`config.mk`:
```
export PLATFORM = sky130hd
export DESIGN_NAME = cpu_step_sequencer
export DESIGN_NICKNAME = d
export VERILOG_FILES = /design/src/rtl/cpu_step_sequencer.sv
export SDC_FILE = /design/constraint.sdc
export NUM_CORES = 1
export LEC_CHECK = 0
export BUFFER_PORTS_ARGS = -buffer_cell sky130_fd_sc_hd__clkbuf_2
export CAP_MARGIN = 20
export CORE_ASPECT_RATIO = 0.8
export CORE_UTILIZATION = 45
export DETAILED_ROUTE_END_ITERATION = 10
export PLACE_DENSITY = 0.67
export SLEW_MARGIN = 25
export SYNTH_ARGS = -nofsm -noshare
export SYNTH_HDL_FRONTEND = slang
export SYNTH_SLANG_ARGS = --single-unit
```
`constraint.sdc`:
```
create_clock -name clkb -period 2.9 [get_ports clkb]
set_clock_uncertainty 0.2 [all_clocks]
set_input_delay 0.29 -clock clkb [delete_from_list [all_inputs] [get_ports clkb]]
set_output_delay 0.29 -clock clkb [all_outputs]
set_load 0.01 [all_outputs]
```
`src/rtl/cpu_step_sequencer.sv`:
```
`default_nettype none
// ============================================================================
// Module : cpu_step_sequencer
// Brief  : Clock-enable stepping controller (start/halt/single-step/run limit)
// Rev    : 1.0
// ============================================================================
module cpu_step_sequencer #(
    parameter int PERIOD    = 40,
    parameter int HIGH      = 2,
    parameter int STAGES    = 5,
    parameter int MAX_STEPS = 41,
    parameter int CNT_W     = 16
) (
    input  logic              clkb,
    input  logic              rst,
    input  logic              start,
    input  logic              mode_step,
    input  logic              step_req,
    input  logic              halt_req,
    input  logic              resume,
    input  logic              flush,
    output logic              cpu_en,
    output logic              phase_hi,
    output logic              sample,
    output logic [STAGES-1:0] stage_valid,
    output logic [CNT_W-1:0]  step_count,
    output logic [2:0]        state,
    output logic              done
);

    localparam int                  c_PH_W    = (PERIOD > 2) ? $clog2(PERIOD) : 1;
    localparam logic [c_PH_W-1:0]   c_PH_LAST = c_PH_W'(PERIOD - 1);
    localparam logic [CNT_W-1:0]    c_MAX     = CNT_W'(MAX_STEPS);

    typedef enum logic [2:0] {
        S_IDLE = 3'd0,
        S_RUN  = 3'd1,
        S_WAIT = 3'd2,
        S_HALT = 3'd3,
        S_DONE = 3'd4
    } state_t;

    state_t              r_state;
    logic [c_PH_W-1:0]   r_ph;
    logic                r_active;
    logic                r_mode;
    logic                r_halt;
    logic                r_flush;
    logic                r_cpu_en;
    logic                r_phase_hi;
    logic                r_sample;
    logic [STAGES-1:0]   r_stage_valid;
    logic [CNT_W-1:0]    r_step_count;
    logic                r_done;

    logic                w_boundary;
    logic                w_flush_now;
    logic                w_halt_now;
    logic                w_limit;
    logic                w_begin;
    logic [STAGES-1:0]   w_shifted;

    assign w_boundary  = r_active && (r_ph == c_PH_LAST);
    assign w_flush_now = r_flush | flush;
    assign w_halt_now  = r_halt | halt_req;
    assign w_limit     = (MAX_STEPS != 0) && (r_step_count == c_MAX);
    assign w_shifted   = (r_stage_valid << 1) | STAGES'(1);

    // A new step starts on the edge that raises cpu_en, so the strobe is registered.
    assign w_begin = ((r_state == S_IDLE) && start && !mode_step)
                   || ((r_state == S_WAIT) && step_req)
                   || ((r_state == S_HALT) && resume && !r_mode)
                   || (w_boundary && !w_limit && !w_halt_now && !r_mode);

    always_ff @(posedge clkb) begin
        if (rst) begin
            r_state       <= S_IDLE;
            r_ph          <= '0;
            r_active      <= 1'b0;
            r_mode        <= 1'b0;
            r_halt        <= 1'b0;
            r_flush       <= 1'b0;
            r_cpu_en      <= 1'b0;
            r_phase_hi    <= 1'b0;
            r_sample      <= 1'b0;
            r_stage_valid <= '0;
            r_step_count  <= '0;
            r_done        <= 1'b0;
        end else begin
            r_sample <= r_cpu_en;
            r_cpu_en <= 1'b0;
            r_flush  <= w_boundary ? 1'b0 : (r_flush | flush);
            r_halt   <= w_boundary ? 1'b0 : (r_halt | (r_active & halt_req));
            if ((r_state == S_IDLE) && start) begin
                r_mode <= mode_step;
            end

            if (w_begin) begin
                r_state    <= S_RUN;
                r_active   <= 1'b1;
                r_ph       <= '0;
                r_cpu_en   <= 1'b1;
                r_phase_hi <= 1'b1;
                if (r_step_count != {CNT_W{1'b1}}) begin
                    r_step_count <= r_step_count + 1'b1;
                end
                // A flushed boundary empties the pipe and inserts nothing this step.
                r_stage_valid <= (w_boundary && w_flush_now) ? '0 : w_shifted;
            end else if (w_boundary) begin
                r_active   <= 1'b0;
                r_ph       <= '0;
                r_phase_hi <= 1'b0;
                if (w_flush_now) begin
                    r_stage_valid <= '0;
                end
                if (w_limit) begin
                    r_state <= S_DONE;
                    r_done  <= 1'b1;
                end else if (w_halt_now) begin
                    r_state <= S_HALT;
                end else begin
                    r_state <= S_WAIT;
                end
            end else if (r_active) begin
                r_ph       <= r_ph + 1'b1;
                r_phase_hi <= ((int'(r_ph) + 1) < HIGH);
            end else if ((r_state == S_IDLE) && start) begin
                r_state <= S_WAIT;
            end else if ((r_state == S_HALT) && resume) begin
                r_state <= S_WAIT;
            end
        end
    end

    assign cpu_en      = r_cpu_en;
    assign phase_hi    = r_phase_hi;
    assign sample      = r_sample;
    assign stage_valid = r_stage_valid;
    assign step_count  = r_step_count;
    assign state       = r_state;
    assign done        = r_done;

endmodule
`default_nettype wire

```
==> flow_metrics.env <==
export IMPL_hold_buffers=0
export IMPL_cts_resized=0
export IMPL_cp_end_kind="register"
export IMPL_grt_overflow=0
export IMPL_syn_area_per_cell_um2=8.519
export IMPL_cts_sinks=38
export IMPL_pin_count=36
export IMPL_num_vias=1631
export IMPL_worst_slew_pin_slew_ns=0.6490
export IMPL_ys_warn_count=0
export IMPL_dieArea_mm2=0.004311
export IMPL_r2r_start="step_count[1]"
export IMPL_synthAdderAreaFrac_pct=2.059
export IMPL_final_cell_mix="dfxtp_1 (38), clkbuf_2 (35), nor2_1 (29)"
export IMPL_syn_area_mm2=0.001823
export IMPL_multi_input_area_mm2=0.001010
export IMPL_power_density_mw_per_mm2=531.8
export IMPL_busiest_layer="met1"
export IMPL_r2r_end="step_count[5]"
export IMPL_synth_simple_gate_area_share_pct=30.47
export IMPL_power_mw=1.134
export IMPL_crit_path_max_fanout=15
export IMPL_final_setup_viol_count=0
export IMPL_fp_dieW_um=73.16
export IMPL_antenna_left=0
export IMPL_h_tree_depth=2
export IMPL_clock_latency_ns=0.29
export IMPL_synth_seq_cells=38
export IMPL_drt_total_wl_um=3987
export IMPL_track_usage_pct=20.29
export IMPL_hpwlAfterDp_um=2890
export IMPL_cap_violations=0
export IMPL_start_kind="register"
export IMPL_root_buffer="clkbuf_8"
export IMPL_post_cts_setup_buffer_count=0
export IMPL_n_fill_cell=384
export IMPL_drt_pass1_iter_count=4
export IMPL_grt_pass1_wl_um=6548
export IMPL_rsz0062_at_grt="no"
export IMPL_synth_compound_area_share_pct=13.66
export IMPL_relSlewSlack_pct=56.73
export IMPL_finalCriticalPeriod_ns=2.415
export IMPL_async_reset_ff_share_pct=0
export IMPL_hp_class="primary input to register"
export IMPL_numCtsBuffers=5
export IMPL_layout_commonest_cell="dfxtp_1"
export IMPL_cp_required_ns=2.88
export IMPL_cts_tree="yes"
export IMPL_nNetsFinal=261
export IMPL_synth_top_family_by_area="simple AND/OR/NAND/NOR gates"
export IMPL_synth_cells=214
export IMPL_criticalPathCategory="register to register"
export IMPL_die_height_um=58.93
export IMPL_fin_crit_sh_pct=83.27
export IMPL_cp_endpoint="step_count[5]"
export IMPL_grt_met3_usage_pct=6.678
export IMPL_area_growth_pct=16.95
export IMPL_totalNegativeSetupSlack_ns=0
export IMPL_leakage_nw=0.8344
export IMPL_hold_violations=0
export IMPL_path_clk_slew_ns=0.07
export IMPL_drtIter0Drc=120
export IMPL_max_freq_mhz=414.1
export IMPL_seq_area_um2=760.7
export IMPL_muxShareOfSynthArea_pct=5.353
export IMPL_grt_pass1_vias=1369
export IMPL_viasPerCell=5.330
export IMPL_r2r_cells=8
export IMPL_synth_edff_count=0
export IMPL_core_mm2=0.003829
export IMPL_grt_start_max_net_pins=36
export IMPL_timing_critical_path_from="step_count[1]"
export IMPL_ys_seq_area_share_pct=41.73
export IMPL_status="finished clean"
export IMPL_r2r_slack_ns=0.49
export IMPL_clk_path_buf_depth=2
export IMPL_use_met1_pct=32.17
export IMPL_drive_above_1_share_pct=21.91
export IMPL_yosysUniqueCellTypes=47
export IMPL_antenna_found_initial=0
export IMPL_synthXorXnorAreaFrac_pct=3.844
export IMPL_ys_flop_type="dfxtp_1"
export IMPL_ir_worst_vdd_v=0.0003096
export IMPL_syn_nets=225
export IMPL_drc_errors=0
export IMPL_routedWlPerCell_um=13.03
export IMPL_grt_use_met2_pct=25.00
export IMPL_n_antenna_cell=0
export IMPL_critical_path_arrival_ns=2.40
export IMPL_portBuffers=35
export IMPL_slew_viol_final=0
export IMPL_rows=20
export IMPL_place_gp_congestion=0.8449
export IMPL_start_util_pct=47.61
## metrics by stage
| step | hold WS, ns | setup slack, ns | cell area (µm²) | std cells | util, % |
|---|---|---|---|---|---|
| global placement | 0.2471 | 0.5901 | 2041 | 298 | 53.30 |
| global route | 0.06987 | 0.3603 | 2132 | 306 | 55.69 |
| finish | 0.06783 | 0.4852 | 2132 | 306 | 55.69 |
| floorplan | 0.2339 | 0.5734 | 1823 | 214 | - |
| CTS | 0.06618 | 0.4928 | 2132 | 306 | 55.69 |
| detailed placement | 0.2489 | 0.4996 | 2041 | 298 | 53.30 |
## critical path, cell delays in order, from the launching register on
cell	delay [ns]
dfxtp_1	0.44
inv_1	0.07
ha_1	0.17
nor4bb_1	0.13
nand4_1	0.21
nand3_4	0.14
and2_4	0.24
nor4_1	0.33
mux2_2	0.37
## cell families after synthesis
logic type                 count (synthesis)
buffers and inverters                     11
muxes                                      9
adders and majority gates                  3
and+or+nand+nor                          105
DFF                                       38
AOI/OAI and AO/OA                         40
xor gates and xnor gates                   8
## worst min path at each step
stage	from	end	cells past startpoint
floorplan	mode_step	r_mode	2
global placement	cpu_en	sample	1
detailed placement	stage_valid[4]	stage_valid[4]	2
CTS	mode_step	r_mode	3
global route	mode_step	r_mode	3
finish	mode_step	r_mode	3
## registers in the layout, indices dropped and copies added (netlist names)
signal / cells
r_halt: 1
r_mode: 1
stage_valid: 5
r_ph: 6
r_flush: 1
sample: 1
state: 3
step_count: 16
cpu_en: 1
done: 1
phase_hi: 1
r_active: 1
## cell type report
cell class              instances  share of cell area, %
inverters                       3                 0.5282
clock inverters                 1                 0.2347
well taps                      55                  3.228
repair buffers                 37                  8.920
flip-flops and latches         38                  35.68
multi-input cells             165                  47.36
clock buffers                   7                  4.049
## cells in the mapped netlist, drive strengths merged, types with 5 or more instances
master | instances | area (µm²)
mux2 | 6 | 67.56
o21ai | 6 | 30.03
nor2 | 30 | 120.1
nand3 | 10 | 62.56
nor3 | 7 | 35.03
nand2 | 21 | 78.83
nor2b | 7 | 43.79
a21oi | 19 | 98.85
dfxtp | 38 | 760.7
nand4 | 6 | 37.54
buf | 5 | 30.02
## report_power, final
part           internal, mW  total, mW  switching, mW
Sequential            0.552      0.582         0.0297
Combinational        0.0695      0.180          0.111
Clock                 0.192      0.371          0.180
Total                 0.813       1.13          0.320
## per-layer routing
metal	vias up	routed length, µm
met5	-	0
met4	0	18
met1	732	2149
met2	59	1536
met3	2	283
li1	838	-
Power figures use the tool's default switching activity.
